--- config.mk ---
export PLATFORM = sky130hd
export DESIGN_NAME = ch0re_mem_arbiter_flat
export DESIGN_NICKNAME = d
export VERILOG_FILES = /design/src/rtl/ch0re_types.sv /design/src/rtl/ch0re_mem_arbiter_if.sv /design/src/rtl/ch0re_sat_counter.sv /design/src/rtl/ch0re_mem_arbiter.sv /design/src/flat_wrapper.sv
export SDC_FILE = /design/constraint.sdc
export NUM_CORES = 1
export LEC_CHECK = 0
export CAP_MARGIN = 20
export CORE_AREA = 2 2 198 200
export CTS_CLUSTER_SIZE = 10
export DETAILED_ROUTE_END_ITERATION = 12
export DIE_AREA = 0 0 200 202
export GPL_TIMING_DRIVEN = 0
export SYNTH_ARGS = -nofsm -noshare
export SYNTH_HDL_FRONTEND = slang
export SYNTH_SLANG_ARGS = --single-unit
export TNS_END_PERCENT = 20
--- constraint.sdc ---
create_clock -name clk -period 9.8 [get_ports clk]
set_input_delay 1.47 -clock clk [delete_from_list [all_inputs] [get_ports clk]]
set_output_delay 1.47 -clock clk [all_outputs]
set_load 0.01 [all_outputs]
--- src/rtl/ch0re_types.sv ---
// ch0re_types: shared arbiter state/owner enums and the fetch word-select helper.
package ch0re_types;

    typedef enum logic [1:0] {ARB_IDLE, ARB_REQ, ARB_RSP} arb_state_e;
    typedef enum logic [1:0] {ARB_OWN_NONE, ARB_OWN_IF, ARB_OWN_MEM} arb_owner_e;

    function automatic logic [31:0] if_word(input logic hi, input logic [63:0] d);
        return hi ? d[63:32] : d[31:0];
    endfunction

endpackage

--- src/rtl/ch0re_mem_arbiter_if.sv ---
// ch0re_mem_arbiter_if: IF, MEM and shared memory-port signals of the arbiter.
interface ch0re_mem_arbiter_if #(parameter int ADDR_W = 64);

    logic              i_if_req;
    logic [ADDR_W-1:0] i_if_addr;
    logic              o_if_gnt;
    logic              o_if_rvalid;
    logic [31:0]       o_if_rdata;
    logic              i_mem_req;
    logic              i_mem_we;
    logic [7:0]        i_mem_be;
    logic [ADDR_W-1:0] i_mem_addr;
    logic [63:0]       i_mem_wdata;
    logic              o_mem_gnt;
    logic              o_mem_rvalid;
    logic [63:0]       o_mem_rdata;
    logic              o_bus_req;
    logic              o_bus_we;
    logic [7:0]        o_bus_be;
    logic [ADDR_W-1:0] o_bus_addr;
    logic [63:0]       o_bus_wdata;
    logic              i_bus_gnt;
    logic              i_bus_rvalid;
    logic [63:0]       i_bus_rdata;
    logic              o_pl_stall;

    modport slave (
        input  i_if_req, i_if_addr, i_mem_req, i_mem_we, i_mem_be, i_mem_addr, i_mem_wdata,
               i_bus_gnt, i_bus_rvalid, i_bus_rdata,
        output o_if_gnt, o_if_rvalid, o_if_rdata, o_mem_gnt, o_mem_rvalid, o_mem_rdata,
               o_bus_req, o_bus_we, o_bus_be, o_bus_addr, o_bus_wdata, o_pl_stall
    );

    modport master (
        output i_if_req, i_if_addr, i_mem_req, i_mem_we, i_mem_be, i_mem_addr, i_mem_wdata,
               i_bus_gnt, i_bus_rvalid, i_bus_rdata,
        input  o_if_gnt, o_if_rvalid, o_if_rdata, o_mem_gnt, o_mem_rvalid, o_mem_rdata,
               o_bus_req, o_bus_we, o_bus_be, o_bus_addr, o_bus_wdata, o_pl_stall
    );

endinterface

--- src/rtl/ch0re_sat_counter.sv ---
// ch0re_sat_counter: up-counter that saturates at MAX; clr wins over inc.
module ch0re_sat_counter #(
    parameter int             WIDTH = 4,
    parameter logic [WIDTH-1:0] MAX = '1
) (
    input  logic             clk,
    input  logic             rst,
    input  logic             clr,
    input  logic             inc,
    output logic [WIDTH-1:0] o_cnt
);

    logic [WIDTH-1:0] cnt_q, cnt_d;

    always_comb cnt_d = clr ? '0 : (inc && cnt_q != MAX) ? cnt_q + 1'b1 : cnt_q;

    always_ff @(posedge clk or posedge rst)
        if (rst) cnt_q <= '0;
        else     cnt_q <= cnt_d;

    assign o_cnt = cnt_q;

endmodule

--- src/rtl/ch0re_mem_arbiter.sv ---
// ch0re_mem_arbiter: single-outstanding IF/MEM arbiter onto one memory port, MEM-priority with IF starvation bound.
// Defining CH0RE_ARB_PERF_EN adds saturating grant/conflict performance counters.
module ch0re_mem_arbiter
    import ch0re_types::*;
#(
    parameter int ADDR_W       = 64,
    parameter int STARVE_LIMIT = 4
) (
    input  logic                  clk,
    input  logic                  rst,
    ch0re_mem_arbiter_if.slave    bus_if
`ifdef CH0RE_ARB_PERF_EN
    ,
    output logic [31:0]           o_perf_if_gnt,
    output logic [31:0]           o_perf_mem_gnt,
    output logic [31:0]           o_perf_conflict
`endif
);

    arb_state_e        state_q, state_d;
    arb_owner_e        owner_q, owner_d;
    logic [ADDR_W-1:0] addr_q, addr_d;
    logic              we_q, we_d;
    logic [7:0]        be_q, be_d;
    logic [63:0]       wdata_q, wdata_d;
    logic [3:0]        starve;
    logic              any_req, if_win, if_gnt, mem_gnt, done, in_req;

    always_comb begin
        any_req = bus_if.i_if_req | bus_if.i_mem_req;
        if_win  = bus_if.i_if_req & (~bus_if.i_mem_req | starve == 4'(STARVE_LIMIT));
        if_gnt  = 1'b0;
        mem_gnt = 1'b0;
        done    = 1'b0;
        state_d = state_q;
        owner_d = owner_q;
        addr_d  = addr_q;
        we_d    = we_q;
        be_d    = be_q;
        wdata_d = wdata_q;
        case (state_q)
            ARB_IDLE: if (any_req && !rst) begin
                if_gnt  = if_win;
                mem_gnt = ~if_win;
                state_d = ARB_REQ;
                owner_d = if_win ? ARB_OWN_IF : ARB_OWN_MEM;
                addr_d  = if_win ? bus_if.i_if_addr : bus_if.i_mem_addr;
                we_d    = ~if_win & bus_if.i_mem_we;
                be_d    = if_win ? '0 : bus_if.i_mem_be;
                wdata_d = if_win ? '0 : bus_if.i_mem_wdata;
            end
            // A response arriving with the bus grant completes the transaction at once
            ARB_REQ: if (bus_if.i_bus_gnt) begin
                done    = bus_if.i_bus_rvalid;
                state_d = bus_if.i_bus_rvalid ? ARB_IDLE : ARB_RSP;
            end
            ARB_RSP: if (bus_if.i_bus_rvalid) begin
                done    = 1'b1;
                state_d = ARB_IDLE;
            end
            default: state_d = ARB_IDLE;
        endcase
        if (done) owner_d = ARB_OWN_NONE;
    end

    always_ff @(posedge clk or posedge rst)
        if (rst) begin
            state_q <= ARB_IDLE;
            owner_q <= ARB_OWN_NONE;
            addr_q  <= '0;
            we_q    <= 1'b0;
            be_q    <= '0;
            wdata_q <= '0;
        end else begin
            state_q <= state_d;
            owner_q <= owner_d;
            addr_q  <= addr_d;
            we_q    <= we_d;
            be_q    <= be_d;
            wdata_q <= wdata_d;
        end

    ch0re_sat_counter #(.WIDTH(4), .MAX(4'(STARVE_LIMIT))) u_starve (
        .clk(clk), .rst(rst), .clr(if_gnt), .inc(mem_gnt & bus_if.i_if_req), .o_cnt(starve)
    );

    assign in_req              = state_q == ARB_REQ;
    assign bus_if.o_if_gnt     = if_gnt;
    assign bus_if.o_mem_gnt    = mem_gnt;
    assign bus_if.o_bus_req    = in_req;
    assign bus_if.o_bus_we     = in_req & we_q;
    assign bus_if.o_bus_be     = in_req ? be_q : '0;
    assign bus_if.o_bus_addr   = in_req ? addr_q : '0;
    assign bus_if.o_bus_wdata  = in_req ? wdata_q : '0;
    assign bus_if.o_if_rvalid  = done & owner_q == ARB_OWN_IF;
    assign bus_if.o_mem_rvalid = done & owner_q == ARB_OWN_MEM;
    assign bus_if.o_if_rdata   = bus_if.o_if_rvalid ? if_word(addr_q[2], bus_if.i_bus_rdata) : '0;
    assign bus_if.o_mem_rdata  = (bus_if.o_mem_rvalid & ~we_q) ? bus_if.i_bus_rdata : '0;
    assign bus_if.o_pl_stall   = ~rst & ((any_req & ~(if_gnt | mem_gnt)) | state_q != ARB_IDLE);

`ifdef CH0RE_ARB_PERF_EN
    ch0re_sat_counter #(.WIDTH(32)) u_perf_if (
        .clk(clk), .rst(rst), .clr(1'b0), .inc(if_gnt), .o_cnt(o_perf_if_gnt)
    );
    ch0re_sat_counter #(.WIDTH(32)) u_perf_mem (
        .clk(clk), .rst(rst), .clr(1'b0), .inc(mem_gnt), .o_cnt(o_perf_mem_gnt)
    );
    ch0re_sat_counter #(.WIDTH(32)) u_perf_cf (
        .clk(clk), .rst(rst), .clr(1'b0),
        .inc(~rst & state_q == ARB_IDLE & bus_if.i_if_req & bus_if.i_mem_req), .o_cnt(o_perf_conflict)
    );
`endif

endmodule

--- src/flat_wrapper.sv ---
// flat-port wrapper written by rule: the top's interface ports become plain ports
module ch0re_mem_arbiter_flat import ch0re_types::*;
#(
    parameter int ADDR_W       = 64,
    parameter int STARVE_LIMIT = 4
)
  (clk, rst, bus_if_i_if_req, bus_if_i_if_addr, bus_if_i_mem_req, bus_if_i_mem_we, bus_if_i_mem_be, bus_if_i_mem_addr, bus_if_i_mem_wdata, bus_if_i_bus_gnt, bus_if_i_bus_rvalid, bus_if_i_bus_rdata, bus_if_o_if_gnt, bus_if_o_if_rvalid, bus_if_o_if_rdata, bus_if_o_mem_gnt, bus_if_o_mem_rvalid, bus_if_o_mem_rdata, bus_if_o_bus_req, bus_if_o_bus_we, bus_if_o_bus_be, bus_if_o_bus_addr, bus_if_o_bus_wdata, bus_if_o_pl_stall);
  ch0re_mem_arbiter_if #(.ADDR_W(ADDR_W)) bus_if_i ();
  input  logic clk;
  input  logic rst;
  input wire logic [$bits(bus_if_i.i_if_req)-1:0] bus_if_i_if_req;
  input wire logic [$bits(bus_if_i.i_if_addr)-1:0] bus_if_i_if_addr;
  input wire logic [$bits(bus_if_i.i_mem_req)-1:0] bus_if_i_mem_req;
  input wire logic [$bits(bus_if_i.i_mem_we)-1:0] bus_if_i_mem_we;
  input wire logic [$bits(bus_if_i.i_mem_be)-1:0] bus_if_i_mem_be;
  input wire logic [$bits(bus_if_i.i_mem_addr)-1:0] bus_if_i_mem_addr;
  input wire logic [$bits(bus_if_i.i_mem_wdata)-1:0] bus_if_i_mem_wdata;
  input wire logic [$bits(bus_if_i.i_bus_gnt)-1:0] bus_if_i_bus_gnt;
  input wire logic [$bits(bus_if_i.i_bus_rvalid)-1:0] bus_if_i_bus_rvalid;
  input wire logic [$bits(bus_if_i.i_bus_rdata)-1:0] bus_if_i_bus_rdata;
  output wire logic [$bits(bus_if_i.o_if_gnt)-1:0] bus_if_o_if_gnt;
  output wire logic [$bits(bus_if_i.o_if_rvalid)-1:0] bus_if_o_if_rvalid;
  output wire logic [$bits(bus_if_i.o_if_rdata)-1:0] bus_if_o_if_rdata;
  output wire logic [$bits(bus_if_i.o_mem_gnt)-1:0] bus_if_o_mem_gnt;
  output wire logic [$bits(bus_if_i.o_mem_rvalid)-1:0] bus_if_o_mem_rvalid;
  output wire logic [$bits(bus_if_i.o_mem_rdata)-1:0] bus_if_o_mem_rdata;
  output wire logic [$bits(bus_if_i.o_bus_req)-1:0] bus_if_o_bus_req;
  output wire logic [$bits(bus_if_i.o_bus_we)-1:0] bus_if_o_bus_we;
  output wire logic [$bits(bus_if_i.o_bus_be)-1:0] bus_if_o_bus_be;
  output wire logic [$bits(bus_if_i.o_bus_addr)-1:0] bus_if_o_bus_addr;
  output wire logic [$bits(bus_if_i.o_bus_wdata)-1:0] bus_if_o_bus_wdata;
  output wire logic [$bits(bus_if_i.o_pl_stall)-1:0] bus_if_o_pl_stall;
  assign bus_if_i.i_if_req = bus_if_i_if_req;
  assign bus_if_i.i_if_addr = bus_if_i_if_addr;
  assign bus_if_i.i_mem_req = bus_if_i_mem_req;
  assign bus_if_i.i_mem_we = bus_if_i_mem_we;
  assign bus_if_i.i_mem_be = bus_if_i_mem_be;
  assign bus_if_i.i_mem_addr = bus_if_i_mem_addr;
  assign bus_if_i.i_mem_wdata = bus_if_i_mem_wdata;
  assign bus_if_i.i_bus_gnt = bus_if_i_bus_gnt;
  assign bus_if_i.i_bus_rvalid = bus_if_i_bus_rvalid;
  assign bus_if_i.i_bus_rdata = bus_if_i_bus_rdata;
  assign bus_if_o_if_gnt = bus_if_i.o_if_gnt;
  assign bus_if_o_if_rvalid = bus_if_i.o_if_rvalid;
  assign bus_if_o_if_rdata = bus_if_i.o_if_rdata;
  assign bus_if_o_mem_gnt = bus_if_i.o_mem_gnt;
  assign bus_if_o_mem_rvalid = bus_if_i.o_mem_rvalid;
  assign bus_if_o_mem_rdata = bus_if_i.o_mem_rdata;
  assign bus_if_o_bus_req = bus_if_i.o_bus_req;
  assign bus_if_o_bus_we = bus_if_i.o_bus_we;
  assign bus_if_o_bus_be = bus_if_i.o_bus_be;
  assign bus_if_o_bus_addr = bus_if_i.o_bus_addr;
  assign bus_if_o_bus_wdata = bus_if_i.o_bus_wdata;
  assign bus_if_o_pl_stall = bus_if_i.o_pl_stall;
  ch0re_mem_arbiter #(.ADDR_W(ADDR_W), .STARVE_LIMIT(STARVE_LIMIT)) u_core (.clk(clk), .rst(rst), .bus_if(bus_if_i));
endmodule
==> impl_metrics.tcl, run 1 <==
set metrics [dict create \
    drt-vias-per-instance 4.84 \
    drt_iter0_drc 588 \
    final_area_mm2 0.0153 \
    vdd.ir_drop.worst_v 0.000107 \
    cts.path.max_buffers 2 \
    slew-limit-headroom_pct 33.2 \
    final_report_setup_violation_count 0 \
    finalWorstSetupSlack_ns 4.32 \
    antenna_violations_before_repair 4 \
    routabilityCongestion 0.908 \
    timing.critical_path.required_ns 8.33 \
    worst_path_dominant_cell_family "buffers and inverters" \
    status "finished, final reports clean" \
    critPathKind "input pin to output port" \
    holdCritPathClass "flop to flop" \
    worst_setup_path_end_kind "output port" \
    startpoint_type "input pin" \
    postPlaceCellArea_mm2 0.0146 \
    grt_setup_unrepaired "false" \
    groute.usage.overall_pct 20.5 \
    fin_nets 1801 \
    drt.antenna.violating_nets 0 \
    cts_tree "yes" \
    multi_input_comb_area_mm2 0.00463 \
    cts_inserted_buffers 17 \
    post_cts_buffers 0 \
    place_worst_setup_slack_ns 4.30 \
    row_count 72 \
    maximum_number_of_pins_on_one_net_before_global_route_repair 90 \
    numClockSinks 145 \
    dr.pass1.iters 5 \
    clkLatencyLatePin_ns 0.43 \
    clk_transition_reported_paths_ns 0.07 \
    syn_avg_cell_area_um2 8.90 \
    area_enclosed_by_the_die_boundary_mm2 0.0404 \
    synthesis.yosys.warnings 0 \
    flip_flop_and_latch_count_after_synthesis 145 \
    global_route_wire_length_before_repair_um 63100 \
    number_of_pins_exceeding_their_max_slew_limit_in_the_final_report 0 \
    port_buffers 507 \
    crit_chain "clkdlybuf4s50_1, nand2_1, nor4_4, clkbuf_2, and2_1, clkdlybuf4s50_1" \
    drive_gt1_share_pct 6.05 \
    fin_worst_skew_ns 0.0123 \
    synth_cell_type_count 36 \
    num_vias 9956 \
    hold_viol 0 \
    totalWireLength_um 43100 \
    hpwl_um 33300 \
    min_period_over_period_pct 56.0 \
    cts_htree_levels 4 \
    cp_num_buf_inv 3 \
    cts-root-buf "clkbuf_16" \
    remaining_drcs 0 \
    cp_common_cell "clkdlybuf4s50_1" \
    worstPathArrival_ns 4.01 \
    syn-num-nets 1274 \
    ant_diodes 0 \
    syn-instance-count 998 \
    worst_pin_slew_ns 1.00 \
    post_synth_instance_area_mm2 0.00888 \
    worstPathMaxFanout 10 \
    finalWorstPathRequiredPeriod_ns 5.48 \
    routedWlPerCell_um 21.0 \
    grt-ovfl-total 0 \
    setup_total_negative_slack_ns 0 \
    synth_sequential_area_ratio_pct 40.9 \
    fillers 3831 \
    starting_density_pct 23.2 \
    post_cts_resize_count 0 \
    first_global_vias 10000 \
    postCtsHoldBufs 0 \
    max_cap_viol_count 0 \
    layout_area_overhead_pct 71.9 \
    power-per-cell-area_mw_per_mm2 239 \
    critical-path-slowest-cell "nor4_4" \
    design.core.area_mm2 0.0383 \
    power_leakage_uw 0.00574 \
    die_width_um 200 \
    seq_area_mm2 0.00363 \
    chipHeight_um 202 \
    cpPeakStageDelay_ns 0.66 \
    achievable-frequency_mhz 182 \
    boundaryPins 510 \
]
synth_stat cells:
| library cell | instances | area, um^2 |
|---|---|---|
| a211o_1 | 2 | 17.5 |
| a21o_1 | 1 | 7.51 |
| a21oi_1 | 3 | 15.0 |
| a21oi_2 | 1 | 8.76 |
| a221oi_1 | 1 | 8.76 |
| a311oi_2 | 1 | 15.0 |
| a31oi_1 | 1 | 6.26 |
| and2_1 | 203 | 1270 |
| and2b_1 | 1 | 7.51 |
| buf_1 | 7 | 26.3 |
| buf_2 | 34 | 170 |
| buf_4 | 7 | 52.6 |
| buf_6 | 7 | 78.8 |
| clkbuf_1 | 59 | 221 |
| clkbuf_2 | 7 | 35.0 |
| dfrtp_1 | 145 | 3630 |
| ha_1 | 5 | 62.6 |
| inv_1 | 9 | 33.8 |
| mux2_2 | 1 | 11.3 |
| mux2i_1 | 34 | 340 |
| nand2_1 | 6 | 22.5 |
| nand2b_1 | 4 | 25.0 |
| nand3_1 | 141 | 706 |
| nand3b_1 | 2 | 15.0 |
| nand4_1 | 66 | 413 |
| nand4b_2 | 1 | 15.0 |
| nor2_1 | 36 | 135 |
| nor2b_1 | 2 | 12.5 |
| nor3_1 | 1 | 5.00 |
| nor4_4 | 1 | 21.3 |
| nor4bb_1 | 1 | 10.0 |
| o211ai_1 | 65 | 488 |
| o21ai_0 | 68 | 340 |
| o21bai_1 | 1 | 7.51 |
| o2bb2ai_1 | 73 | 639 |
| or2_1 | 1 | 6.26 |
cell families (layout without fill, tap and decap cells):
logic type / Yosys count / in the layout / synth area share (%)
AO/OA/AOI/OAI: 217 / 217 / 17.5
adder cells (fa/ha/maj): 5 / 5 / 0.705
buffers and inverters: 130 / 669 / 6.96
flip-flops: 145 / 145 / 40.9
multiplexers: 35 / 35 / 3.96
AND/OR/NAND/NOR: 466 / 466 / 30.0
worst reg2reg max path, delay by kind of cell, from the launching register on:
family | cells | cell delay (ns)
adders and majority gates | 1 | 0.18
and+or+nand+nor | 1 | 0.17
buffers and inverters | 4 | 1.13
AOI/OAI and AO/OA | 2 | 0.27
DFF | 1 | 0.38
power by group:
group / total, uW / switching [uW] / internal, uW
registers: 1020 / 146 / 878
logic: 1900 / 942 / 961
clock network: 722 / 293 / 429
total: 3650 / 1380 / 2270
cell type report:
cell class,count,area share [%]
tap,518,4.25
inverter,9,0.270
clock buffer,17,2.79
sequential,145,23.8
clock inverter,14,1.33
multi-input combinational,723,30.3
buffer,121,3.83
timing repair buffer,508,33.4
cells in the final DEF (no fill, tap or decap), types with 3 or more instances in the layout:
| cell type | n |
|---|---|
| clkdlybuf4s50_1 | 507 |
| and2_1 | 203 |
| dfrtp_1 | 145 |
| nand3_1 | 141 |
| o2bb2ai_1 | 73 |
| o21ai_0 | 68 |
| nand4_1 | 66 |
| o211ai_1 | 65 |
| clkbuf_1 | 59 |
| nor2_1 | 36 |
| buf_2 | 34 |
| mux2i_1 | 34 |
| clkbuf_16 | 17 |
| inv_1 | 8 |
| buf_4 | 7 |
| clkbuf_2 | 7 |
| buf_6 | 7 |
| buf_1 | 7 |
| nand2_1 | 6 |
| ha_1 | 5 |
| nand2b_1 | 4 |
| clkinvlp_4 | 4 |
| inv_6 | 4 |
| bufinv_16 | 4 |
| a21oi_1 | 3 |
through the flow:
step	std cells	total power (uW)	hold slack (ns)	util [%]
2_1_floorplan	998	1970	0.448	-
3_5_place_dp	2024	2940	0.466	38.2
5_1_grt	2055	3880	0.497	39.9
4_1_cts	2055	3680	0.485	39.9
6_report	2055	3650	0.480	39.9
3_3_place_gp	2023	2920	0.463	38.1
worst paths after layout:
path / start / to / slack [ns] / cells past startpoint
worst max-delay path: bus_if_i_bus_rvalid / bus_if_o_mem_rdata[31] / 4.32 / 6
worst min-delay path: u_core.wdata_q[60] / u_core.wdata_q[60] / 0.48 / 1
worst max register to register: u_core.state_q[1] / u_core.addr_q[0] / 7.59 / 8
worst min register to register: u_core.wdata_q[60] / u_core.wdata_q[60] / 0.48 / 1
max in group asynchronous: rst / u_core.wdata_q[55] / 7.34 / 3
min in group asynchronous: rst / u_core.u_starve.o_cnt[1] / 1.62 / 2
metal layers:
metal	track usage (%)	part of all wire, %	vias up
met5	0	0.081	-
met4	5.21	2.0	6
met3	5.74	7.8	49
met1	27.4	44	4859
li1	-	-	4648
met2	32.6	46	394
sequential cells by signal, indices dropped and copies added, names as in the netlist:
| name | count |
|---|---|
| u_core.be_q | 8 |
| u_core.u_starve.o_cnt | 4 |
| u_core.owner_q | 2 |
| u_core.wdata_q | 64 |
| u_core.addr_q | 64 |
| u_core.we_q | 1 |
| u_core.state_q | 2 |
Power figures use the tool's default switching activity.
==> run 2, diff against run 1 <==
CORE_AREA = 2 2 200 202   (was 2 2 198 200)
DIE_AREA = 0 0 202 204   (was 0 0 200 202)
clock period = 5.3 ns   (was 9.8 ns; I/O delays follow)
==> run 2 against run 1 <==
Compared with the run above: non-clock buffer count unchanged; via count grew 0.95%; cell area about the same; cell count up 0.44%; critical path depth did not move; clock skew decreased by 0.0021 ns; combinational power increased by 85%; largest cell class unchanged; largest power group unchanged.
==> impl_metrics.tcl, run 2 (synthesis results as in run 1) <==
set metrics [dict create \
    chipHeight_um 204 \
    intPower_uw 4190 \
    multi_input_comb_area_mm2 0.00463 \
    grt_setup_unrepaired "false" \
    setup_total_negative_slack_ns 0 \
    num_vias 10100 \
    layout_area_overhead_pct 71.9 \
    crit_path_start "u_core.state_q[1]" \
    cts_inserted_buffers 17 \
    timing.critical_path.required_ns 4.51 \
    largest_registers "u_core.addr_q x64, u_core.wdata_q x64, u_core.be_q x8" \
    routabilityCongestion 0.903 \
    dr.pass1.iters 5 \
    fillers 3927 \
    p_sw_uw 2540 \
    global_route_wire_length_before_repair_um 64900 \
    vdd.ir_drop.worst_v 0.000232 \
    hpwl_um 33600 \
    comb_power_share_pct 52.2 \
    logic_depth_of_the_worst_register_to_register_path 8 \
    share_of_power_burned_in_registers_pct 28.1 \
    drt_iter0_drc 666 \
    cts-root-buf "clkbuf_16" \
    leading_cell_type_in_the_layout_fill_and_taps_excluded "clkdlybuf4s50_1" \
    remaining_drcs 0 \
    seq_area_mm2 0.00363 \
    slew-limit-headroom_pct 36.0 \
    power_switching_share_pct 37.7 \
    startpoint_type "flop" \
    die_width_um 202 \
    power-per-cell-area_mw_per_mm2 441 \
    first_global_vias 10000 \
    cts_htree_levels 4 \
    groute.usage.overall_pct 20.6 \
    clk_transition_reported_paths_ns 0.07 \
    postCtsHoldBufs 0 \
    fin_nets 1801 \
    routedWlPerCell_um 21.3 \
    worstPathMaxFanout 10 \
    area_enclosed_by_the_die_boundary_mm2 0.0412 \
    hold_viol 0 \
    timing.hold.worst.start "u_core.wdata_q[51]" \
    row_count 73 \
    grt-ovfl-total 0 \
    clkLatencyLatePin_ns 0.44 \
    power_leakage_uw 0.00573 \
    post_cts_buffers 0 \
    totalWireLength_um 43900 \
    post_cts_resize_count 0 \
    holdCritPathClass "flop to flop" \
    mostFrequentLayoutCells "clkdlybuf4s50_1 (507), and2_1 (203), dfrtp_1 (145)" \
    numClockSinks 145 \
    fin_worst_skew_ns 0.0101 \
    boundaryPins 510 \
    starting_density_pct 22.7 \
    max_cap_viol_count 0 \
    worst_pin_slew_ns 0.960 \
    worst_setup_path_end_kind "output port" \
    design.core.area_mm2 0.0392 \
    critPathKind "flop to output port" \
    worstPathArrival_ns 3.44 \
    postPlaceCellArea_mm2 0.0146 \
    cts.path.max_buffers 2 \
    maximum_number_of_pins_on_one_net_before_global_route_repair 103 \
    drt-vias-per-instance 4.87 \
    status "finished, final reports clean" \
    final_area_mm2 0.0153 \
    drive_gt1_share_pct 5.92 \
    reg2reg_from "u_core.state_q[1]" \
    finalWorstPathRequiredPeriod_ns 4.24 \
    cts_tree "yes" \
    number_of_pins_exceeding_their_max_slew_limit_in_the_final_report 0 \
    share_clk_of_total_power_pct 19.7 \
    min_period_over_period_pct 79.9 \
    final_report_setup_violation_count 0 \
    achievable-frequency_mhz 236 \
    port_buffers 507 \
    drt.antenna.violating_nets 0 \
    antenna_violations_before_repair 2 \
    worst_hold_path.num_cells 1 \
]
[run 2: per-layer routing]
layer	track usage [%]	up-vias	wire [um]	share of wire [%]
met2	32.1	434	20200	46
met1	29.0	4910	20100	46
met5	0	-	13	0.030
met4	4.91	2	751	1.7
met3	4.32	48	2740	6.3
li1	-	4657	-	-
[run 2: layout make-up]
class | instances | share of cell area (%)
clock buffers | 20 | 2.86
flip-flops and latches | 145 | 23.8
diodes | 1 | 0.0164
well taps | 525 | 4.30
multi-input cells | 723 | 30.3
repair buffers | 508 | 33.4
plain buffers | 121 | 3.83
inverters | 9 | 0.270
clock inverters | 12 | 1.19
[run 2: critical path: stages, from the launching register on]
cell and delay, ns:
dfrtp_1 0.41, inv_1 0.12, ha_1 0.35, clkbuf_1 0.76, clkbuf_1 0.55, and2_1 0.23
clkdlybuf4s50_1 0.58
[run 2: worst paths after layout]
check	endpoint	slack, ns
max in group asynchronous	u_core.wdata_q[58]	3.49
min in group asynchronous	u_core.addr_q[41]	0.91
setup reg to reg	u_core.addr_q[39]	3.03
setup / recovery	bus_if_o_bus_be[0]	1.06
hold reg to reg	u_core.wdata_q[51]	0.48
hold / removal	u_core.wdata_q[51]	0.48
[run 2: power by group through the flow]
stage | logic [uW] | clock network, uW | registers, uW
final | 3510 | 1330 | 1890
after global routing | 3810 | 1400 | 1950
after CTS | 3550 | 1360 | 1890
after detailed placement | 3540 | 0 | 1890
after global placement | 3500 | 0 | 1890
after floorplan | 1840 | 0 | 1800
[run 2: stage by stage]
stage	hold slack (ns)	worst slack, ns	cells	util (%)	power [uW]
after CTS	0.485	0.925	2063	39.0	6800
final	0.478	1.06	2064	39.0	6730
after global routing	0.489	0.843	2063	39.0	7160
after floorplan	0.448	0.610	998	-	3640
after detailed placement	0.467	1.16	2031	37.4	5430
after global placement	0.463	-2.10	2030	37.3	5390
==> run 3, diff against run 2 <==
CORE_AREA = 2 2 199 201   (was 2 2 200 202)
DIE_AREA = 0 0 201 203   (was 0 0 202 204)
clock period = 3.7 ns   (was 5.3 ns; I/O delays follow)
==> run 3 against run 2 <==
Compared with the run above: clock skew is 0.0083 ns higher; hold slack worse by 0.0061 ns; clock power is 38% higher; combinational power is 44% higher; largest cell class unchanged; via count is 0.18% lower.
==> impl_metrics.tcl, run 3 (synthesis results as in run 1) <==
set metrics [dict create \
    routedWlPerCell_um 21.7 \
    maximum_number_of_pins_on_one_net_before_global_route_repair 40 \
    worstPathMaxFanout 10 \
    row_count 72 \
    antenna_violations_before_repair 3 \
    routabilityCongestion 0.915 \
    starting_density_pct 23.1 \
    clkLatencyLatePin_ns 0.44 \
    fin_worst_skew_ns 0.0185 \
    power_switching_share_pct 38.2 \
    cts.path.max_buffers 2 \
    cts_htree_levels 4 \
    postPlaceCellArea_mm2 0.0147 \
    largest_registers "u_core.addr_q x64, u_core.wdata_q x64, u_core.be_q x8" \
    numClockSinks 145 \
    global_route_wire_length_before_repair_um 66300 \
    dr.pass1.iters 5 \
    first_global_vias 10200 \
    grt_setup_unrepaired "false" \
    wl_met1_um 20000 \
    remaining_drcs 0 \
    design.core.area_mm2 0.0385 \
    final_area_mm2 0.0153 \
    worst_path_dominant_cell_family "buffers and inverters" \
    cp_num_buf_inv 3 \
    hpwl_um 34600 \
    drt-vias-per-instance 4.87 \
    multi_input_comb_area_mm2 0.00463 \
    worstPathArrival_ns 2.93 \
    holdCritPathClass "input pin to flop" \
    share_of_power_burned_in_registers_pct 28.3 \
    achievable-frequency_mhz 287 \
    power-per-cell-area_mw_per_mm2 626 \
    layout_area_overhead_pct 72.8 \
    critical-path-slowest-cell "clkdlybuf4s50_1" \
    groute.usage.overall_pct 21.2 \
    power_leakage_uw 0.00579 \
    hold_viol 0 \
    ant_diodes 0 \
    cpPeakStageDelay_ns 0.62 \
    setup_total_negative_slack_ns 0 \
    met2_wirelength_um 21200 \
    leading_cell_type_in_the_layout_fill_and_taps_excluded "clkdlybuf4s50_1" \
    crit_chain "inv_1, ha_1, a21o_1, nand3_1, clkbuf_2, nor2_1, clkdlybuf4s50_1" \
    cts_inserted_buffers 17 \
    port_buffers 507 \
    finalNonFillerCells 2062 \
    timing.hold.ws_ns 0.472 \
    cts-root-buf "clkbuf_16" \
    intPower_uw 5940 \
    finalWorstPathRequiredPeriod_ns 3.49 \
    p_sw_uw 3670 \
    share_clk_of_total_power_pct 19.0 \
    ff2ff_setup_slack_ns 1.43 \
    cts_tree "yes" \
    drt_iter0_drc 603 \
    mostFrequentLayoutCells "clkdlybuf4s50_1 (507), and2_1 (203), dfrtp_1 (145)" \
    max_cap_viol_count 0 \
    met3_wirelength_um 2910 \
    die_width_um 201 \
    final_report_setup_violation_count 0 \
    drt.antenna.violating_nets 0 \
    worst_pin_slew_ns 0.604 \
    boundaryPins 510 \
    fin_nets 1807 \
    total_power_uw 9610 \
    comb_power_share_pct 52.7 \
    top_signal_layer_used "met5" \
    vdd.ir_drop.worst_v 0.000331 \
    status "finished, final reports clean" \
    seq_area_mm2 0.00363 \
    slew-limit-headroom_pct 59.7 \
    grt-ovfl-total 0 \
    critPathKind "flop to output port" \
    fillers 3865 \
    num_vias 10000 \
    chipHeight_um 203 \
    worst_setup_path_end_kind "output port" \
    postCtsHoldBufs 0 \
    min_period_over_period_pct 94.3 \
    timing.critical_path.required_ns 3.14 \
    totalWireLength_um 44700 \
    area_enclosed_by_the_die_boundary_mm2 0.0408 \
    number_of_pins_exceeding_their_max_slew_limit_in_the_final_report 0 \
    clk_transition_reported_paths_ns 0.07 \
    dp.cells 2027 \
    startpoint_type "flop" \
    drive_gt1_share_pct 6.74 \
]
## run 3: changes by cell type in the layout (fill, tap and decap cells not counted), sizes merged
cell      before  now
bufinv         4    2
diode          1    0
buf           56   62
clkinv         1    5
clkbuf        86   85
clkinvlp       4    3
## run 3: worst register-to-register path: cells and delay by family, from the launching register on
| kind | cells | cell delay [ns] |
|---|---|---|
| and+or+nand+nor | 1 | 0.16 |
| buffers and inverters | 4 | 1.15 |
| adders and majority gates | 1 | 0.17 |
| AOI/OAI and AO/OA | 2 | 0.32 |
| DFF | 1 | 0.38 |
## run 3: routing by layer
metal | vias to the layer above | track usage, %
met1 | 4923 | 28.6
met5 | - | 0
met4 | 4 | 3.92
met3 | 40 | 5.30
li1 | 4664 | -
met2 | 402 | 34.7
## run 3: power by group through the flow
| stage | Combinational [uW] | Sequential (uW) | Clock [uW] |
|---|---|---|---|
| 6_report | 5060 | 2720 | 1830 |
| 3_5_place_dp | 5090 | 2720 | 0 |
| 5_1_grt | 5490 | 2800 | 1940 |
| 2_1_floorplan | 2640 | 2580 | 0 |
| 3_3_place_gp | 5030 | 2720 | 0 |
| 4_1_cts | 5110 | 2710 | 1880 |
## run 3: final timing paths
kind,end,cells after the start,from
worst min-delay path,u_core.u_starve.o_cnt[0],3,bus_if_i_if_req
worst min register to register,u_core.be_q[5],1,u_core.be_q[5]
max in group asynchronous,u_core.wdata_q[4],4,rst
worst max register to register,u_core.addr_q[2],8,u_core.state_q[1]
min in group asynchronous,u_core.owner_q[0],2,rst
worst max-delay path,bus_if_o_if_rdata[17],7,u_core.state_q[1]
## run 3: timing repair
action | 4_1_cts | 5_1_grt
gates resized for setup | 5 | 6
endpoints found under the setup margin | 141 | 88
buffers inserted | 0 | 3
pin swaps | 1 | 1
## run 3: cell type report
type / count / share of cell area, %
plain buffers: 121 / 3.91
clock buffers: 19 / 2.95
clock inverters: 13 / 0.995
inverters: 9 / 0.245
multi-input cells: 723 / 30.2
flip-flops and latches: 145 / 23.7
well taps: 518 / 4.22
repair buffers: 514 / 33.8
## run 3: metrics by stage
step / util, % / setup slack [ns]
2_1_floorplan: - / 1.33
3_3_place_gp: 38.0 / -0.392
3_5_place_dp: 38.2 / -0.00447
4_1_cts: 39.8 / -0.0674
5_1_grt: 39.9 / 0.00347
6_report: 39.9 / 0.210
